**src/rtl/ser_sched_pkg.sv**
```systemverilog
// Shared types and helpers for the serializer round-robin scheduler.
package ser_sched_pkg;

    typedef enum logic [1:0] {
        IDLE       = 2'd0,
        WAIT_START = 2'd1,
        WAIT_DONE  = 2'd2
    } state_e;

    // Smallest non-zero mod the serializer can transmit; 0 encodes a full word.
    localparam int MIN_MOD = 3;

    function automatic logic mod_is_valid(input int unsigned mod);
        return (mod == 0) || (mod >= MIN_MOD);
    endfunction

endpackage

```
**src/rtl/rr_arbiter.sv**
```systemverilog
// Combinational round-robin arbiter: the first requester after ptr wins,
// wrapping modulo N. Produces a one-hot grant plus its encoded index.
module rr_arbiter #(
    parameter int N  = 4,
    parameter int IW = $clog2(N)
) (
    input  logic [N-1:0]  req,
    input  logic [IW-1:0] ptr,
    output logic [N-1:0]  gnt,
    output logic [IW-1:0] idx,
    output logic          any
);

    // Scan ptr+1 .. ptr+N (wrapped) and keep the first active request.
    always_comb begin
        int unsigned pos;
        gnt = '0;
        idx = '0;
        any = 1'b0;
        pos = 0;
        for (int i = 1; i <= N; i++) begin
            pos = 32'(ptr) + 32'(i);
            if (pos >= 32'(N)) pos = pos - 32'(N);
            if (!any && req[IW'(pos)]) begin
                any              = 1'b1;
                gnt[IW'(pos)]    = 1'b1;
                idx              = IW'(pos);
            end
        end
    end

endmodule

```
**src/rtl/ser_rr_scheduler.sv**
```systemverilog
// ser_rr_scheduler: time-shares one serializer among CH_NUM word producers.
// One word in flight at a time; words with an untransmittable mod are dropped.
// Optional per-channel issue/drop statistics: define SER_RR_SCHEDULER_STAT_EN.
module ser_rr_scheduler
    import ser_sched_pkg::*;
#(
    parameter int  CH_NUM     = 4,
    parameter int  DATA_W     = 16,
    parameter int  DATA_MOD_W = 4,
    parameter int  START_TMO  = 4,
    localparam int ID_W       = $clog2(CH_NUM)
) (
    input  logic                               clk_i,
    input  logic                               srst_n_i,
    input  logic [CH_NUM-1:0][DATA_W-1:0]      req_data_i,
    input  logic [CH_NUM-1:0][DATA_MOD_W-1:0]  req_mod_i,
    input  logic [CH_NUM-1:0]                  req_val_i,
    output logic [CH_NUM-1:0]                  req_ready_o,
    output logic [DATA_W-1:0]                  ser_data_o,
    output logic [DATA_MOD_W-1:0]              ser_data_mod_o,
    output logic                               ser_data_val_o,
    input  logic                               ser_busy_i,
    output logic [ID_W-1:0]                    grant_id_o,
    output logic                               drop_o,
`ifdef SER_RR_SCHEDULER_STAT_EN
    output logic                               tmo_o,
    output logic [CH_NUM-1:0][15:0]            stat_issued_o,
    output logic [CH_NUM-1:0][15:0]            stat_dropped_o
`else
    output logic                               tmo_o
`endif
);

    localparam int CNT_W = $clog2(START_TMO + 1);

    state_e                 state_q, state_d;
    logic [ID_W-1:0]        ptr_q;
    logic [CNT_W-1:0]       cnt_q;

    logic [CH_NUM-1:0]      arb_gnt;
    logic [ID_W-1:0]        arb_idx;
    logic                   arb_any;

    logic                   can_grant;
    logic                   accept;
    logic                   mod_ok;
    logic                   issue;
    logic                   drop;
    logic                   tmo;
    logic                   cnt_last;
    logic [DATA_MOD_W-1:0]  sel_mod;

    rr_arbiter #(
        .N  (CH_NUM),
        .IW (ID_W)
    ) u_arb (
        .req (req_val_i),
        .ptr (ptr_q),
        .gnt (arb_gnt),
        .idx (arb_idx),
        .any (arb_any)
    );

    assign sel_mod  = req_mod_i[arb_idx];
    assign cnt_last = (cnt_q == CNT_W'(START_TMO - 1));

    // State register.
    always_ff @(posedge clk_i) begin
        if (!srst_n_i) state_q <= IDLE;
        else           state_q <= state_d;
    end

    // Next state: issue opens the busy handshake, busy rise/fall closes it.
    always_comb begin
        state_d = state_q;
        case (state_q)
            IDLE:       if (issue) state_d = WAIT_START;
            WAIT_START: begin
                if (ser_busy_i)    state_d = WAIT_DONE;
                else if (cnt_last) state_d = IDLE;
            end
            WAIT_DONE:  if (!ser_busy_i) state_d = IDLE;
            default:    state_d = IDLE;
        endcase
    end

    // Ready gating and the per-cycle issue/drop/timeout decisions.
    always_comb begin
        can_grant   = srst_n_i && (state_q == IDLE) && !ser_busy_i;
        req_ready_o = can_grant ? arb_gnt : '0;
        accept      = can_grant && arb_any;
        mod_ok      = mod_is_valid(32'(sel_mod));
        issue       = accept && mod_ok;
        drop        = accept && !mod_ok;
        tmo         = (state_q == WAIT_START) && !ser_busy_i && cnt_last;
    end

    // Start-wait counter: zero outside WAIT_START so every entry starts fresh.
    always_ff @(posedge clk_i) begin
        if (!srst_n_i || state_q != WAIT_START) cnt_q <= '0;
        else                                    cnt_q <= cnt_q + CNT_W'(1);
    end

    // Registered serializer interface, pulses, and round-robin pointer.
    always_ff @(posedge clk_i) begin
        if (!srst_n_i) begin
            ptr_q          <= ID_W'(CH_NUM - 1);
            grant_id_o     <= '0;
            ser_data_o     <= '0;
            ser_data_mod_o <= '0;
            ser_data_val_o <= 1'b0;
            drop_o         <= 1'b0;
            tmo_o          <= 1'b0;
        end else begin
            ser_data_val_o <= issue;
            drop_o         <= drop;
            tmo_o          <= tmo;
            if (accept) begin
                ptr_q      <= arb_idx;
                grant_id_o <= arb_idx;
            end
            if (issue) begin
                ser_data_o     <= req_data_i[arb_idx];
                ser_data_mod_o <= sel_mod;
            end
        end
    end

`ifdef SER_RR_SCHEDULER_STAT_EN
    // Saturating per-channel counters, updated on the edge that raises the pulse.
    always_ff @(posedge clk_i) begin
        if (!srst_n_i) begin
            stat_issued_o  <= '0;
            stat_dropped_o <= '0;
        end else begin
            for (int ch = 0; ch < CH_NUM; ch++) begin
                if (arb_idx == ID_W'(ch)) begin
                    if (issue && stat_issued_o[ch] != 16'hFFFF)
                        stat_issued_o[ch] <= stat_issued_o[ch] + 16'd1;
                    if (drop && stat_dropped_o[ch] != 16'hFFFF)
                        stat_dropped_o[ch] <= stat_dropped_o[ch] + 16'd1;
                end
            end
        end
    end
`endif

endmodule

```
**config.mk**
```make
export PLATFORM = sky130hd
export DESIGN_NAME = ser_rr_scheduler
export DESIGN_NICKNAME = d
export VERILOG_FILES = /design/src/rtl/ser_sched_pkg.sv /design/src/rtl/rr_arbiter.sv /design/src/rtl/ser_rr_scheduler.sv
export SDC_FILE = /design/constraint.sdc
export NUM_CORES = 1
export LEC_CHECK = 0
export CAP_MARGIN = 40
export CORE_ASPECT_RATIO = 1.1
export CORE_UTILIZATION = 39
export CTS_CLUSTER_SIZE = 30
export DETAILED_ROUTE_END_ITERATION = 12
export HOLD_SLACK_MARGIN = 0.06
export PLACE_DENSITY_LB_ADDON = 0.25
export RECOVER_POWER = 25
export SYNTH_ARGS = -nofsm -noshare
export SYNTH_HDL_FRONTEND = slang
export SYNTH_HIERARCHICAL = 1
export SYNTH_SLANG_ARGS = --single-unit
```
**constraint.sdc**
```tcl
create_clock -name clk_i -period 3.3 [get_ports clk_i]
set_input_delay 0.66 -clock clk_i [delete_from_list [all_inputs] [get_ports clk_i]]
set_output_delay 0.66 -clock clk_i [all_outputs]
set_load 0.005 [all_outputs]
```
# Yosys cells after proc, flatten, opt, wreduce, memory -nomap -nowiden
# Cells that the tools add are included.
[totals] regBits=32 output_inout_bits=29 wordCells=109 inputBits=87
[op_classes] n_mux=42 eq_ne=7 reduce_logical=25 bitwise_logic=3 magnitude_cmp=14 add_sub_neg=9
[ops] operator="16-bit binary-select mux with 2-bit select" n=1
[ops] operator="2-bit 2-to-1 mux" n=12
[ops] operator="4-bit 2-to-1 mux" n=6
[ops] operator="16-bit 2-to-1 mux" n=1
[ops] operator="2-bit by 3-bit less-than comparator with 1-bit output, second input constant" n=5
[ops] operator="1-bit logical AND" n=14
[ops] operator="1-bit 2-to-1 mux" n=12
[ops] operator="4-bit OR" n=3
[ops] operator="3-bit >= comparator, second input constant" n=3
[ops] operator="1-bit binary-select mux with 2-bit select" n=4
[ops] operator="4-bit binary-select mux with 2-bit select" n=1
[ops] operator="1-bit demux with 2-bit select" n=4
[ops] operator="2-bit by 1-bit >= comparator with 1-bit output, second input constant" n=4
[ops] operator="2-bit by 1-bit subtractor with 2-bit output, second input constant" n=4
[ops] operator="2-bit by 2-bit adder with 3-bit output, second input constant" n=2
[ops] operator="1-bit logical NOT" n=6
[ops] operator="2-bit case mux with 3 select lines" n=1
[ops] operator="2-bit by 3-bit adder with 4-bit output, second input constant" n=1
[ops] operator="4-bit by 2-bit >= comparator with 1-bit output, second input constant" n=1
[ops] operator="4-bit by 3-bit >= comparator with 1-bit output, second input constant" n=1
[ops] operator="4-bit logical NOT" n=1
[ops] operator="2-bit inequality test, second input constant" n=2
[ops] operator="2-bit by 1-bit adder with 3-bit output, second input constant" n=1
[ops] operator="3-bit by 1-bit adder with 3-bit output, second input constant" n=1
[ops] operator="other kinds (8)" n=9

# Depth between registers and ports, before layout
# Gate-level depths: netlist of the first run.
[logic_depth] ltp_word=22 mapped_depth=14 mapped_depth_nobuf=10

# Hierarchy
# Netlist of the first run, hierarchy kept.
[modules_own_cells] module="ser_rr_scheduler" area_per_inst_um2=2129.5 seq_area_each_um2=640.6 cells_each=222 n_inst=1
[modules_own_cells] module="rr_arbiter" area_per_inst_um2=525.5 seq_area_each_um2=0.0 cells_each=68 n_inst=1

# Least setup slack after synthesis of the first run
# Ideal clock, no wire load.
[synth_timing] kind="input -> register" from="input port req_val_i[0]" to="register ser_data_o[10]" path_slack_ns=-0.009 setup_ns=0.137 arrival_ns=3.172 path_buffers=3 cell_stages=12 required_time_ns=3.163 path_cell_list="buf_6 > mux4_2 > a21oi_2 > nor3_1 > nor2_2 > o31a_1 > buf_6 > mux4_2 > xor2_4 > clkbuf_2 > nand2b_1 > o2111ai_1"
[synth_via] elab_chain_cells=17 word_cells_on_any_way=31 classes_between="order compare: 1; mux: 20; reduce/logical: 10"
[synth_rtl] item="start, declared" line="ser_rr_scheduler.sv:17" text="input logic [CH_NUM-1:0] req_val_i,"
[synth_rtl] item="1-bit binary-select mux with 2-bit select" line="rr_arbiter.sv:24" text="if (!any && req[IW'(pos)]) begin"
[synth_rtl] item="1-bit 2-to-1 mux (not written as such)" line="rr_arbiter.sv:24"
[synth_rtl] item="1-bit 2-to-1 mux" line="rr_arbiter.sv:24"
[synth_rtl] item="1-bit logical NOT" line="rr_arbiter.sv:24"
[synth_rtl] item="1-bit logical AND" line="rr_arbiter.sv:24"
[synth_rtl] item="1-bit 2-to-1 mux" line="rr_arbiter.sv:24"
[synth_rtl] item="1-bit logical NOT" line="rr_arbiter.sv:24"
[synth_rtl] item="1-bit logical AND" line="rr_arbiter.sv:24"
[synth_rtl] item="[2 not listed]"
[synth_rtl] item="1-bit logical AND" line="rr_arbiter.sv:24"
[synth_rtl] item="2-bit 2-to-1 mux (*)" line="rr_arbiter.sv:24"
[synth_rtl] item="net arb_idx[0]" line="ser_rr_scheduler.sv:41" text="logic [ID_W-1:0] arb_idx;"
[synth_rtl] item="4-bit binary-select mux with 2-bit select" line="ser_rr_scheduler.sv:64" text="assign sel_mod = req_mod_i[arb_idx];"
[synth_rtl] item="4-bit 2-to-1 mux (not written as such)" line="ser_rr_scheduler.sv:64"
[synth_rtl] item="4-bit by 2-bit >= comparator with 1-bit output / 4-bit logical NOT (equally long branches)" line="ser_sched_pkg.sv:14" text="return (mod == 0) || (mod >= MIN_MOD);"
[synth_rtl] item="1-bit logical OR" line="ser_sched_pkg.sv:14"
[synth_rtl] item="1-bit logical AND" line="ser_rr_scheduler.sv:93" text="issue = accept && mod_ok;"
[synth_rtl] item="end signal, assigned" line="ser_rr_scheduler.sv:123" text="ser_data_o <= req_data_i[arb_idx];"
[synth_rtl] item="end, declared" line="ser_rr_scheduler.sv:19" text="output logic [DATA_W-1:0] ser_data_o,"
# Mark *: on every way through the listed nets, which the timed path passes. The rest lies on a longest branch. The select of a mux whose other input is x is not followed.
# A chain may end at the register's enable or synchronous reset.

# Worst setup path in the final report of the first run
[layout_timing] from="input port req_val_i[3]" to="output port req_ready_o[3]"
[layout_via] elab_chain_cells=13 word_cells_on_any_way=25 classes_between="mux: 16; bitwise: 3; reduce/logical: 6"
[layout_rtl] item="1-bit binary-select mux with 2-bit select" line="rr_arbiter.sv:24"
[layout_rtl] item="1-bit 2-to-1 mux (not written as such)" line="rr_arbiter.sv:24"
[layout_rtl] item="1-bit 2-to-1 mux" line="rr_arbiter.sv:24"
[layout_rtl] item="1-bit logical NOT" line="rr_arbiter.sv:24"
[layout_rtl] item="1-bit logical AND" line="rr_arbiter.sv:24"
[layout_rtl] item="1-bit 2-to-1 mux" line="rr_arbiter.sv:24"
[layout_rtl] item="1-bit logical NOT" line="rr_arbiter.sv:24"
[layout_rtl] item="1-bit logical AND" line="rr_arbiter.sv:24"
[layout_rtl] item="1-bit 2-to-1 mux" line="rr_arbiter.sv:24"
[layout_rtl] item="1-bit logical NOT" line="rr_arbiter.sv:24"
[layout_rtl] item="1-bit logical AND" line="rr_arbiter.sv:24"
[layout_rtl] item="4-bit 2-to-1 mux (*)" line="rr_arbiter.sv:24"
[layout_rtl] item="net arb_gnt[3]" line="ser_rr_scheduler.sv:40" text="logic [CH_NUM-1:0] arb_gnt;"
[layout_rtl] item="4-bit 2-to-1 mux (*)" line="ser_rr_scheduler.sv:90" text="req_ready_o = can_grant ? arb_gnt : '0;"
[layout_rtl] item="end, declared" line="ser_rr_scheduler.sv:18" text="output logic [CH_NUM-1:0] req_ready_o,"
# Marks and branches as above.

==> flow_metrics.tcl, run 1 <==
set metrics [dict create \
    relSlewSlack_pct 64.7 \
    synth-simple-area-share_pct 27.0 \
    grt_start_max_net_pins 43 \
    drive_gt1_share_pct 22.0 \
    rsz0062_at_grt "false" \
    r2r_end "ser_data_o[2]$_SDFFE_PN0P_" \
    wire_per_inst_um 16.3 \
    dr_wl_met2_um 4380 \
    max_freq_mhz 316 \
    r2r_setup_slack_ns 0.24 \
    synth_fp_nets 387 \
    nets 528 \
    max_stage_delay_ns 0.53 \
    synth_edf_count 0 \
    globalplace.congestion 0.876 \
    synth_top_family_by_area "simple AND/OR/NAND/NOR gates" \
    io_pins 116 \
    synthAdderAreaFrac_pct 4.71 \
    path_max_fanout 6 \
    post-route-min-period_ns 3.17 \
    synth_cell_types 49 \
    final_cells 514 \
    synth_seq_cells 32 \
    drv_cap 0 \
    p_seq_share_pct 25.6 \
    n_fill_cell 553 \
    cp.depth 7 \
    powerDensity_nw_per_um2 473 \
    p_int_mw 1.38 \
    row_count 31 \
    dr.pass1.iters 4 \
    cp_top_family "buffers and inverters" \
    finalSetupViolCount 0 \
    clock_path_buffers 2 \
    grtUsageTotal_pct 24.1 \
    die_w_um 80.7 \
    critPathCapture "req_ready_o[3]" \
    dieArea_um2 7140 \
    finalPower_mw 2.06 \
    numCtsBuffers 5 \
    r2r_start "ptr_q[0]$_SDFFE_PN1P_" \
    post-place-cells 496 \
    hold_violations 0 \
    tightest_slew_ns 0.528 \
    vias 2837 \
    route.met3.wl_um 627 \
    setup.worst_path.start "req_val_i[3]" \
    critPathKind "input pin to output pin" \
    antenna_cells 0 \
    first_iter_violations 196 \
    area_delta_synth_final_pct 64.6 \
    top_layer "met4" \
    worstPathArrival_ns 2.51 \
    slew_viol_final 0 \
    antenna_found_initial 0 \
    crit_buf_inv 3 \
    startpoint_type "input pin" \
    clock_sinks 32 \
    crit_path_end_kind "output pin" \
    drc 0 \
    post-route-period-util_pct 95.9 \
    setup_slack_ns 0.135 \
    worstHoldPathType "register to register" \
    yosysSeqAreaShare_pct 24.1 \
    combPwrFrac_pct 59.0 \
    ir_drop_mv 0.264 \
    initial_core_util_pct 40.3 \
    synth_area_um2 2660 \
    p_leak_nw 1.74 \
    path_cells "clkbuf_2, mux4_2, buf_6, a211oi_4, a221o_1, and2_1, clkdlybuf4s50_1" \
    switchingPower_uw 681 \
    clockRootBuffer "clkbuf_8" \
    port_buffers 115 \
    synth_flop_cell "dfxtp_1" \
    clkSlewWorstSetupHoldPaths_ns 0.07 \
    die_h_um 88.5 \
    core_area_um2 6590 \
    synthMuxAreaShare_pct 20.0 \
    wirelength_um 8350 \
    clock_skew_ns 0.00388 \
    swShare_pct 33.0 \
    grt_pass1_vias 2764 \
    synth-xor-area-share_pct 1.37 \
    cts-htree-levels 2 \
    via_per_inst 5.52 \
    cts_tree "done" \
    synth_compound_area_share_pct 16.1 \
    grt_overflow 0 \
    drt-met1-wl_um 3230 \
    required_ns 2.64 \
    clk-insertion-delay-late_ns 0.29 \
    yosys_warnings 6 \
    ant_nets 0 \
    clockPowerShare_pct 15.4 \
    netlist_instances 290 \
    grt_pass1_wl_um 13200 \
    status "completed" \
    dp_slack_ns -0.355 \
    cp_slowest_cell "mux4_2" \
    ff2ff_path_depth 11 \
    synthArstFlopShare_pct 0 \
    dpl.hpwl_um 6120 \
    syn_avg_cell_area_um2 9.16 \
]
[registers in the layout, summed over array words and instances, names as in the netlist]
name and flops:
drop_o 1, ser_data_mod_o 4, cnt_q 3, ser_data_val_o 1
tmo_o 1, state_q 2, ptr_q 2, ser_data_o 16
grant_id_o 2
[layout make-up]
cell class                      count  area (um2)  area share, %
Inverter                            7        26.3          0.601
Tap cell                           82         103           2.35
Clock buffer                        8        90.1           2.06
Multi-Input combinational cell    226        1900           43.6
Sequential cell                    32         642           14.7
Timing Repair Buffer              159        1610           36.7
[worst reg2reg max path: stages (launching register included)]
cell	delay, ns
dfxtp_2	0.41
mux4_2	0.59
a21oi_4	0.17
nor3_2	0.06
nor2_2	0.09
o31a_4	0.17
mux4_2	0.58
xor2_4	0.28
buf_12	0.14
bufbuf_16	0.25
nand2b_4	0.12
o2111ai_2	0.08
[worst min-delay path by stage]
stage,depth (start not counted),slack (ns),to,startpoint
2_1_floorplan,1,0.40,cnt_q[0]$_SDFF_PP0_,cnt_q[0]$_SDFF_PP0_
3_3_place_gp,1,0.41,cnt_q[0]$_SDFF_PP0_,cnt_q[0]$_SDFF_PP0_
3_5_place_dp,1,0.41,cnt_q[0]$_SDFF_PP0_,cnt_q[0]$_SDFF_PP0_
4_1_cts,1,0.42,cnt_q[0]$_SDFF_PP0_,cnt_q[0]$_SDFF_PP0_
5_1_grt,1,0.46,cnt_q[0]$_SDFF_PP0_,cnt_q[0]$_SDFF_PP0_
6_report,1,0.42,cnt_q[0]$_SDFF_PP0_,cnt_q[0]$_SDFF_PP0_
[cell usage in the layout (no fill, tap or decap), types with 7 or more instances in the layout]
cell,Yosys,final
a21oi_1,7,7
and3_1,18,18
buf_4,2,33
clkdlybuf4s50_1,0,96
dfxtp_1,32,31
dlygate4sd3_1,0,12
ha_1,10,9
mux4_2,17,19
nand2_1,51,51
nand2b_1,17,16
nand4_1,16,16
nor2_1,9,9
o2111ai_1,16,15
[through the flow]
step                      area [um2]  hold slack (ns)  TNS, ns  utilization, %
after floorplan                 2660            0.399        0               -
after global placement          4090            0.409    -5.64            62.1
after detailed placement        4090            0.411    -7.96            62.1
after CTS                       4360            0.421        0            66.1
after global routing            4370            0.458        0            66.3
final                           4370            0.422        0            66.3
[per-layer routing]
layer  global-route usage (%)  vias to the layer above
li1                         -                     1373
met1                     27.0                     1345
met2                     46.1                      109
met3                     5.05                       10
met4                     6.01                        0
met5                        0                        -
[cells in the mapped netlist (3+ instances only)]
| master | n | area [um2] |
|---|---|---|
| a211oi_1 | 3 | 22.5 |
| a21boi_0 | 4 | 30.0 |
| a21oi_1 | 7 | 35.0 |
| a221o_1 | 4 | 40.0 |
| and2_1 | 5 | 31.3 |
| and3_1 | 18 | 113 |
| buf_2 | 6 | 30.0 |
| buf_6 | 5 | 56.3 |
| clkbuf_1 | 12 | 45.0 |
| dfxtp_1 | 32 | 641 |
| ha_1 | 10 | 125 |
| inv_1 | 6 | 22.5 |
| mux4_1 | 4 | 105 |
| mux4_2 | 17 | 383 |
| nand2_1 | 51 | 191 |
| nand2b_1 | 17 | 106 |
| nand3_1 | 3 | 15.0 |
| nand4_1 | 16 | 100 |
| nor2_1 | 9 | 33.8 |
| nor3_1 | 4 | 20.0 |
| o2111ai_1 | 16 | 140 |
| o21ai_0 | 4 | 20.0 |
| o21ai_1 | 5 | 25.0 |
[power groups by stage]
stage	logic, mW	clock network [mW]	registers, mW
after floorplan	0.540	0	0.535
after global placement	0.987	0	0.534
after detailed placement	1.01	0	0.539
after CTS	1.22	0.317	0.531
after global routing	1.30	0.336	0.540
final	1.22	0.318	0.529
[repair_timing]
item                                    4_1_cts  5_1_grt
gates resized for setup                      21       12
gates cloned                                  4        0
setup buffers                                 8        0
endpoints found under the setup margin       24       21
hold buffers                                  0        0
pin swaps                                     8        4
[cell families (layout without fill, tap and decap cells)]
group / count (synthesis) / after routing
adders and majority gates: 10 / 10
buffers and inverters: 33 / 174
AOI/OAI and AO/OA: 53 / 53
muxes: 24 / 24
xor gates and xnor gates: 2 / 2
DFF: 32 / 32
and+or+nand+nor: 136 / 137
No activity file was read; power rests on OpenSTA's default activity.
==> inputs of run 2 (changes only) <==
SKIP_LAST_GASP = 1   (was not set)
==> results of run 2 <==
The final DEF is identical to that of run 1; final timing and power are the same.
Main changes from that run: number of gates resized after CTS 21 -> 20
